**src/rtl/serial_digit_adder_pkg.sv**
```systemverilog
// Shared types and constants for the serial digit adder.
// Default widths, FSM encoding and the counter-width helper.
package adder_pkg;

    localparam int DEF_WIDTH = 20;
    localparam int DEF_DIGIT = 4;

    typedef enum logic [1:0] {
        ST_IDLE = 2'd0,
        ST_RUN  = 2'd1,
        ST_DONE = 2'd2
    } state_t;

    // A 1-digit configuration still needs a 1-bit counter.
    function automatic int cnt_width(input int n);
        int w;
        w = $clog2(n);
        return (w < 1) ? 1 : w;
    endfunction

endpackage

```
**src/rtl/serial_digit_adder_if.sv**
```systemverilog
// Operand/result handshake bundle for serial_digit_adder.
// SERIAL_ADDER_OVF_EN adds the signed-overflow flag.
interface serial_digit_adder_if
    import adder_pkg::*;
#(
    parameter int WIDTH = DEF_WIDTH
);
    logic             in_valid;
    logic             in_ready;
    logic [WIDTH-1:0] i0;
    logic [WIDTH-1:0] i1;
    logic             cin;
    logic             out_valid;
    logic             out_ready;
    logic [WIDTH-1:0] s;
    logic             cout;
`ifdef SERIAL_ADDER_OVF_EN
    logic             ovf;
`endif

    modport master (
        output in_valid, i0, i1, cin, out_ready,
        input  in_ready, out_valid, s, cout
`ifdef SERIAL_ADDER_OVF_EN
        , ovf
`endif
    );

    modport slave (
        input  in_valid, i0, i1, cin, out_ready,
        output in_ready, out_valid, s, cout
`ifdef SERIAL_ADDER_OVF_EN
        , ovf
`endif
    );

endinterface

```
**src/rtl/serial_digit_adder_digit_adder.sv**
```systemverilog
// Combinational W-bit ripple adder built from full_adder cells.
// c_msb_in exposes the carry into the top bit for overflow detection.
module full_adder (
    input  logic a,
    input  logic b,
    input  logic ci,
    output logic s,
    output logic co
);
    assign s  = a ^ b ^ ci;
    assign co = (a & b) | (ci & (a ^ b));
endmodule

module digit_adder #(
    parameter int W = 4
) (
    input  logic [W-1:0] a,
    input  logic [W-1:0] b,
    input  logic         ci,
    output logic [W-1:0] sum,
    output logic         co,
    output logic         c_msb_in
);
    logic [W:0] w_c;

    assign w_c[0] = ci;

    for (genvar g = 0; g < W; g++) begin : g_fa
        full_adder u_fa (
            .a  (a[g]),
            .b  (b[g]),
            .ci (w_c[g]),
            .s  (sum[g]),
            .co (w_c[g+1])
        );
    end

    assign co       = w_c[W];
    assign c_msb_in = w_c[W-1];
endmodule

```
**src/rtl/serial_digit_adder.sv**
```systemverilog
// Multi-cycle adder: one DIGIT-wide slice reused NDIG times per operation.
// Optional SERIAL_ADDER_OVF_EN adds a registered signed-overflow flag.
module serial_digit_adder
    import adder_pkg::*;
#(
    parameter int WIDTH = DEF_WIDTH,
    parameter int DIGIT = DEF_DIGIT
) (
    input  logic                 clk,
    input  logic                 rst_n,
    serial_digit_adder_if.slave  bus
);
    localparam int NDIG = WIDTH / DIGIT;
    localparam int CW   = cnt_width(NDIG);

    state_t           r_state;
    logic [WIDTH-1:0] r_op0;
    logic [WIDTH-1:0] r_op1;
    logic [WIDTH-1:0] r_res;
    logic [CW-1:0]    r_cnt;
    logic             r_carry;
    logic             r_cout;
    logic             r_in_ready;
    logic             r_out_valid;
`ifdef SERIAL_ADDER_OVF_EN
    logic             r_ovf;
`endif

    logic [DIGIT-1:0] w_sum;
    logic             w_co;
    logic             w_cmsb;
    logic             w_last;

    digit_adder #(.W(DIGIT)) u_digit (
        .a        (r_op0[DIGIT-1:0]),
        .b        (r_op1[DIGIT-1:0]),
        .ci       (r_carry),
        .sum      (w_sum),
        .co       (w_co),
        .c_msb_in (w_cmsb)
    );

    assign w_last = (r_cnt == CW'(NDIG - 1));

    always_ff @(posedge clk or negedge rst_n) begin
        if (!rst_n) begin
            r_state     <= ST_IDLE;
            r_op0       <= '0;
            r_op1       <= '0;
            r_res       <= '0;
            r_cnt       <= '0;
            r_carry     <= 1'b0;
            r_cout      <= 1'b0;
            r_in_ready  <= 1'b1;
            r_out_valid <= 1'b0;
`ifdef SERIAL_ADDER_OVF_EN
            r_ovf       <= 1'b0;
`endif
        end else begin
            unique case (r_state)
                ST_IDLE: begin
                    if (bus.in_valid) begin
                        r_op0      <= bus.i0;
                        r_op1      <= bus.i1;
                        r_carry    <= bus.cin;
                        r_cnt      <= '0;
                        r_in_ready <= 1'b0;
                        r_state    <= ST_RUN;
                    end
                end
                ST_RUN: begin
                    // Digits enter at the MSB end so the sum is aligned after NDIG shifts.
                    r_res   <= {w_sum, r_res[WIDTH-1:DIGIT]};
                    r_op0   <= r_op0 >> DIGIT;
                    r_op1   <= r_op1 >> DIGIT;
                    r_carry <= w_co;
                    r_cnt   <= r_cnt + 1'b1;
                    if (w_last) begin
                        r_cout      <= w_co;
                        r_out_valid <= 1'b1;
`ifdef SERIAL_ADDER_OVF_EN
                        r_ovf       <= w_cmsb ^ w_co;
`endif
                        r_state     <= ST_DONE;
                    end
                end
                ST_DONE: begin
                    if (bus.out_ready) begin
                        r_out_valid <= 1'b0;
                        r_in_ready  <= 1'b1;
                        r_state     <= ST_IDLE;
                    end
                end
                default: begin
                    r_state     <= ST_IDLE;
                    r_in_ready  <= 1'b1;
                    r_out_valid <= 1'b0;
                end
            endcase
        end
    end

`ifndef SERIAL_ADDER_OVF_EN
    logic w_unused;
    assign w_unused = w_cmsb;
`endif

    assign bus.in_ready  = r_in_ready;
    assign bus.out_valid = r_out_valid;
    assign bus.s         = r_res;
    assign bus.cout      = r_cout;
`ifdef SERIAL_ADDER_OVF_EN
    assign bus.ovf       = r_ovf;
`endif

endmodule

```
**src/flat_wrapper.sv**
```systemverilog
// flat-port wrapper written by rule: the top's interface ports become plain ports
module serial_digit_adder_flat import adder_pkg::*;
#(
    parameter int WIDTH = DEF_WIDTH,
    parameter int DIGIT = DEF_DIGIT
)
  (clk, rst_n, bus_in_valid, bus_i0, bus_i1, bus_cin, bus_out_ready, bus_in_ready, bus_out_valid, bus_s, bus_cout);
  serial_digit_adder_if #(.WIDTH(WIDTH)) bus_i ();
  input  logic clk;
  input  logic rst_n;
  input wire logic [$bits(bus_i.in_valid)-1:0] bus_in_valid;
  input wire logic [$bits(bus_i.i0)-1:0] bus_i0;
  input wire logic [$bits(bus_i.i1)-1:0] bus_i1;
  input wire logic [$bits(bus_i.cin)-1:0] bus_cin;
  input wire logic [$bits(bus_i.out_ready)-1:0] bus_out_ready;
  output wire logic [$bits(bus_i.in_ready)-1:0] bus_in_ready;
  output wire logic [$bits(bus_i.out_valid)-1:0] bus_out_valid;
  output wire logic [$bits(bus_i.s)-1:0] bus_s;
  output wire logic [$bits(bus_i.cout)-1:0] bus_cout;
  assign bus_i.in_valid = bus_in_valid;
  assign bus_i.i0 = bus_i0;
  assign bus_i.i1 = bus_i1;
  assign bus_i.cin = bus_cin;
  assign bus_i.out_ready = bus_out_ready;
  assign bus_in_ready = bus_i.in_ready;
  assign bus_out_valid = bus_i.out_valid;
  assign bus_s = bus_i.s;
  assign bus_cout = bus_i.cout;
  serial_digit_adder #(.WIDTH(WIDTH), .DIGIT(DIGIT)) u_core (.clk(clk), .rst_n(rst_n), .bus(bus_i));
endmodule
```
**config.mk**
```make
export PLATFORM = sky130hd
export DESIGN_NAME = serial_digit_adder_flat
export DESIGN_NICKNAME = d
export VERILOG_FILES = /design/src/rtl/serial_digit_adder_pkg.sv /design/src/rtl/serial_digit_adder_if.sv /design/src/rtl/serial_digit_adder_digit_adder.sv /design/src/rtl/serial_digit_adder.sv /design/src/flat_wrapper.sv
export SDC_FILE = /design/constraint.sdc
export NUM_CORES = 1
export LEC_CHECK = 0
export BUFFER_PORTS_ARGS = -buffer_cell sky130_fd_sc_hd__buf_2
export CAP_MARGIN = 5
export CORE_MARGIN = 4
export CORE_UTILIZATION = 24
export CTS_BUF_LIST = sky130_fd_sc_hd__clkbuf_8 sky130_fd_sc_hd__clkbuf_16
export CTS_CLUSTER_SIZE = 10
export DETAILED_ROUTE_END_ITERATION = 6
export GPL_TIMING_DRIVEN = 0
export PLACE_DENSITY = 0.52
export SLEW_MARGIN = 25
export SYNTH_ARGS = -nofsm -noshare
export SYNTH_HDL_FRONTEND = slang
export SYNTH_SLANG_ARGS = --single-unit
```
**constraint.sdc**
```tcl
create_clock -name clk -period 2.8 [get_ports clk]
set_clock_uncertainty 0.2 [all_clocks]
set_input_delay 0.14 -clock clk [delete_from_list [all_inputs] [get_ports clk]]
set_output_delay 0.14 -clock clk [all_outputs]
set_load 0.05 [all_outputs]
```
==> impl_metrics.prom <==
# TYPE chip_impl_metric gauge
chip_impl_metric{name="slew_violations",unit=""} 0
chip_impl_metric{name="timing.reg2reg.setup_slack",unit="ps"} 430
chip_impl_metric{name="detail-route-antenna-nets",unit=""} 0
chip_impl_info{name="timing.critical_path.to",value="u_core.bus.s[19]$_DFFE_PN0P_"} 1
chip_impl_metric{name="antenna_found_initial",unit=""} 0
chip_impl_metric{name="grt_first_pass_wirelength",unit="mm"} 13.3
chip_impl_info{name="reg2reg_to",value="u_core.bus.s[19]$_DFFE_PN0P_"} 1
chip_impl_metric{name="synth_largest_type_area_fraction",unit="%"} 51.5
chip_impl_metric{name="grt_start_max_net_pins",unit=""} 41
chip_impl_metric{name="drt_first_pass_iters",unit=""} 4
chip_impl_metric{name="floorplan.initialDensity",unit="%"} 24.8
chip_impl_metric{name="first_global_vias",unit=""} 2542
chip_impl_metric{name="ctsHtreeMaxLevel",unit=""} 3
chip_impl_metric{name="route.final.wire_length",unit="mm"} 8.15
chip_impl_metric{name="cell_area_synth",unit="um2"} 3310
chip_impl_metric{name="placement_rows",unit=""} 42
chip_impl_metric{name="worstPathArrival",unit="ps"} 2430
chip_impl_info{name="netlist.top_cell.by_area",value="dfrtp_1"} 1
chip_impl_metric{name="layout.filler_cells",unit=""} 1351
chip_impl_metric{name="final_nets",unit=""} 422
chip_impl_metric{name="ys_async_sr_fraction",unit="%"} 100
chip_impl_metric{name="post_cts_resize_count",unit=""} 0
chip_impl_metric{name="worst_skew_pair.late_latency",unit="ps"} 330
chip_impl_metric{name="clkSlewWorstSetupHoldPaths",unit="ps"} 50
chip_impl_info{name="hold_path_class",value="input pin to asynchronous set/reset pin"} 1
chip_impl_metric{name="syn_nets",unit=""} 300
chip_impl_metric{name="fin_crit_sh",unit="%"} 84.8
chip_impl_metric{name="timing.reg2reg.worst_path_depth",unit=""} 8
chip_impl_info{name="synth_top_cells_by_count",value="dfrtp_1 (68), nor2_1 (25), o22ai_2 (19), a21oi_2 (17), mux2_4 (16)"} 1
chip_impl_metric{name="report.final.setup_viol",unit=""} 0
chip_impl_metric{name="maxClockFrequency",unit="MHz"} 421
chip_impl_info{name="cpLargestDelayFamily",value="adder cells"} 1
chip_impl_metric{name="die_y",unit="um"} 125
chip_impl_metric{name="timing.final.hold_violations",unit=""} 0
chip_impl_metric{name="track_usage",unit="%"} 10.7
chip_impl_metric{name="drt-wirelength-per-cell",unit="um"} 14.8
chip_impl_info{name="root_buffer",value="clkbuf_16"} 1
chip_impl_metric{name="leakagePower",unit="nW"} 2.09
chip_impl_metric{name="yosysWarnings",unit=""} 0
chip_impl_metric{name="power.ir.vdd_worst",unit="uV"} 438
chip_impl_info{name="worst_path_max_delay_cell",value="dfrtp_1"} 1
chip_impl_info{name="worstSetupPathType",value="flop to flop"} 1
chip_impl_info{name="r2r-start",value="u_core.r_op1[0]$_DFFE_PN0P_"} 1
chip_impl_metric{name="count_of_mapped_cells_out_of_synthesis",unit=""} 249
chip_impl_metric{name="num_antenna_cells",unit=""} 0
chip_impl_metric{name="timing.critical_path.fanout_max",unit=""} 2
chip_impl_info{name="synth_most_common_cell",value="dfrtp_1"} 1
chip_impl_metric{name="detailed_place_hpwl",unit="mm"} 5.71
chip_impl_metric{name="drc",unit=""} 0
chip_impl_info{name="worst_setup_path_startpoint",value="u_core.r_op1[0]$_DFFE_PN0P_"} 1
chip_impl_metric{name="portBuffers",unit=""} 67
chip_impl_info{name="synth_area_leaders",value="dfrtp_1 (51%), mux2_4 (7.3%), o22ai_2 (7.2%)"} 1
chip_impl_metric{name="area_delta_synth_final",unit="%"} 39.4
chip_impl_metric{name="power_density",unit="nW/um2"} 1260
chip_impl_info{name="synthFlopType",value="dfrtp_1"} 1
chip_impl_metric{name="coreArea",unit="um2"} 13300
chip_impl_metric{name="hold_slack_final",unit="ps"} 79.6
chip_impl_metric{name="cp_slowest_stage_delay",unit="ps"} 420
chip_impl_metric{name="vias_per_cell",unit=""} 4.26
chip_impl_metric{name="ios",unit=""} 68
chip_impl_metric{name="place_inst",unit=""} 493
chip_impl_metric{name="layout.cells.non_filler",unit=""} 552
chip_impl_info{name="grt_setup_unrepaired",value="false"} 1
chip_impl_metric{name="cts.sink_count",unit=""} 69
chip_impl_metric{name="synthDistinctLibCells",unit=""} 34
chip_impl_info{name="worst_path_most_repeated_cell",value="fa_1"} 1
chip_impl_metric{name="worst_path_required_time",unit="ps"} 2860
chip_impl_info{name="cp-start-kind",value="flop"} 1
chip_impl_metric{name="clockBufferDepth",unit=""} 2
chip_impl_metric{name="critical_path_cell_count",unit=""} 8
chip_impl_metric{name="relSlewSlack",unit="%"} 71.7
chip_impl_metric{name="cts.repair_timing.setup_buffer_count",unit=""} 0
chip_impl_metric{name="overflow_after_grt",unit=""} 0
chip_impl_metric{name="postSynthRegisterBits",unit=""} 69
chip_impl_metric{name="initialDrtViolationCount",unit=""} 79
chip_impl_info{name="worstSetupEndpointType",value="flop"} 1
chip_impl_metric{name="worst-slew-pin-transition",unit="ps"} 424
chip_impl_metric{name="drv_cap",unit=""} 0
chip_impl_metric{name="synth_enable_flop_cells",unit=""} 0
chip_impl_metric{name="seq_area_frac_synth",unit="%"} 52.3
chip_impl_metric{name="syn_avg_cell_area",unit="um2"} 13.3
chip_impl_info{name="timing.critical_path.cells",value="fa_1 -> inv_1 -> fa_1 -> inv_1 -> fa_1 -> inv_1 -> fa_1 -> o21ai_0"} 1
chip_impl_metric{name="min_period",unit="ps"} 2370
chip_impl_metric{name="critical_path.n_buffers_inverters",unit=""} 3
chip_impl_metric{name="place.gp.congestion",unit=""} 0.764
chip_impl_info{name="tritoncts",value="yes"} 1
chip_impl_metric{name="die_area",unit="um2"} 15700
chip_impl_metric{name="cts-buffers-inserted",unit=""} 9
chip_impl_metric{name="cts_hold_repair.buffers",unit=""} 43
chip_impl_metric{name="setup_total_negative_slack",unit="ps"} 0
chip_impl_metric{name="num_vias",unit=""} 2351
chip_impl_metric{name="chipWidth",unit="um"} 125
chip_impl_metric{name="post_route_cells_drive_above_1_share",unit="%"} 46.0
chip_impl_info{name="run_status",value="finished clean"} 1
==> worst min path at each step <==
stage	endpoint	startpoint	cells past startpoint
3_3_place_gp	u_core.r_op0[19]$_DFFE_PN0P_	bus_i0[19]	2
3_5_place_dp	u_core.bus.s[4]$_DFFE_PN0P_	rst_n	1
2_1_floorplan	u_core.bus.cout$_DFFE_PN0P_	rst_n	0
5_1_grt	u_core.bus.s[4]$_DFFE_PN0P_	rst_n	2
4_1_cts	u_core.bus.s[4]$_DFFE_PN0P_	rst_n	2
6_report	u_core.bus.s[4]$_DFFE_PN0P_	rst_n	2
==> cells in the final DEF, fill, tap and decap left out, types with 2 or more instances in the layout <==
| cell type | instances |
|---|---|
| a21oi_1 | 6 |
| a21oi_2 | 17 |
| a22o_1 | 9 |
| a22oi_2 | 2 |
| buf_12 | 3 |
| buf_2 | 73 |
| buf_4 | 4 |
| buf_6 | 5 |
| clkbuf_16 | 9 |
| clkinv_2 | 2 |
| dfrtp_1 | 68 |
| dlygate4sd3_1 | 43 |
| fa_1 | 4 |
| ha_1 | 2 |
| inv_1 | 14 |
| mux2_2 | 2 |
| mux2_4 | 16 |
| nand2_1 | 8 |
| nand2b_4 | 2 |
| nand3b_1 | 9 |
| nor2_1 | 25 |
| o21ai_0 | 6 |
| o221a_2 | 9 |
| o22ai_1 | 4 |
| o22ai_2 | 19 |
==> sequential cells by signal, indices dropped and copies added (netlist names) <==
register and count:
u_core.r_state 2, u_core.r_op0 20, u_core.r_op1 20, u_core.bus.cout 1, u_core.bus.out_valid 1, u_core.r_carry 1, u_core.r_cnt 3, u_core.bus.in_ready 1
u_core.bus.s 20
==> kinds of logic (layout without fill, tap and decap cells) <==
logic type / after synthesis / count (layout) / share of synthesized area (%)
mux: 18 / 18 / 7.95
compound gates: 76 / 76 / 22.2
buf+inv: 30 / 157 / 6.47
simple gates: 50 / 50 / 7.98
flops: 69 / 69 / 52.3
fa+ha+maj: 6 / 6 / 3.18
==> report_power, final <==
part | switching, W | leakage [nW] | internal (W)
clock network | 0.000415 | 0.151 | 0.000703
registers | 0.000314 | 0.832 | 0.00149
logic | 0.00161 | 1.10 | 0.00128
total | 0.00234 | 2.09 | 0.00348
==> metrics by stage <==
stage,setup WS [ps],utilization [%],area (um2),total power [W]
after floorplan,541,-,3310,0.00407
after global placement,408,28.9,3860,0.00464
after detailed placement,421,29.1,3880,0.00471
after CTS,412,34.5,4610,0.00589
after global routing,273,34.5,4610,0.00618
final,426,34.5,4610,0.00582
==> layout make-up <==
cell class	instances	area [um2]	share of cell area (%)
well taps	176	220	4.78
clock buffers	10	239	5.18
repair buffers	111	788	17.1
inverters	12	45.0	0.977
plain buffers	18	169	3.66
clock inverters	6	55.1	1.19
flip-flops and latches	69	1730	37.5
multi-input cells	150	1370	29.6
==> layer usage <==
layer  routed length (um)  track usage (%)
met5                    0                0
met4                  114             3.25
met3                  382             3.50
met2                 3660             16.6
met1                 4000             14.3
No activity file was read; power rests on OpenSTA's default activity.
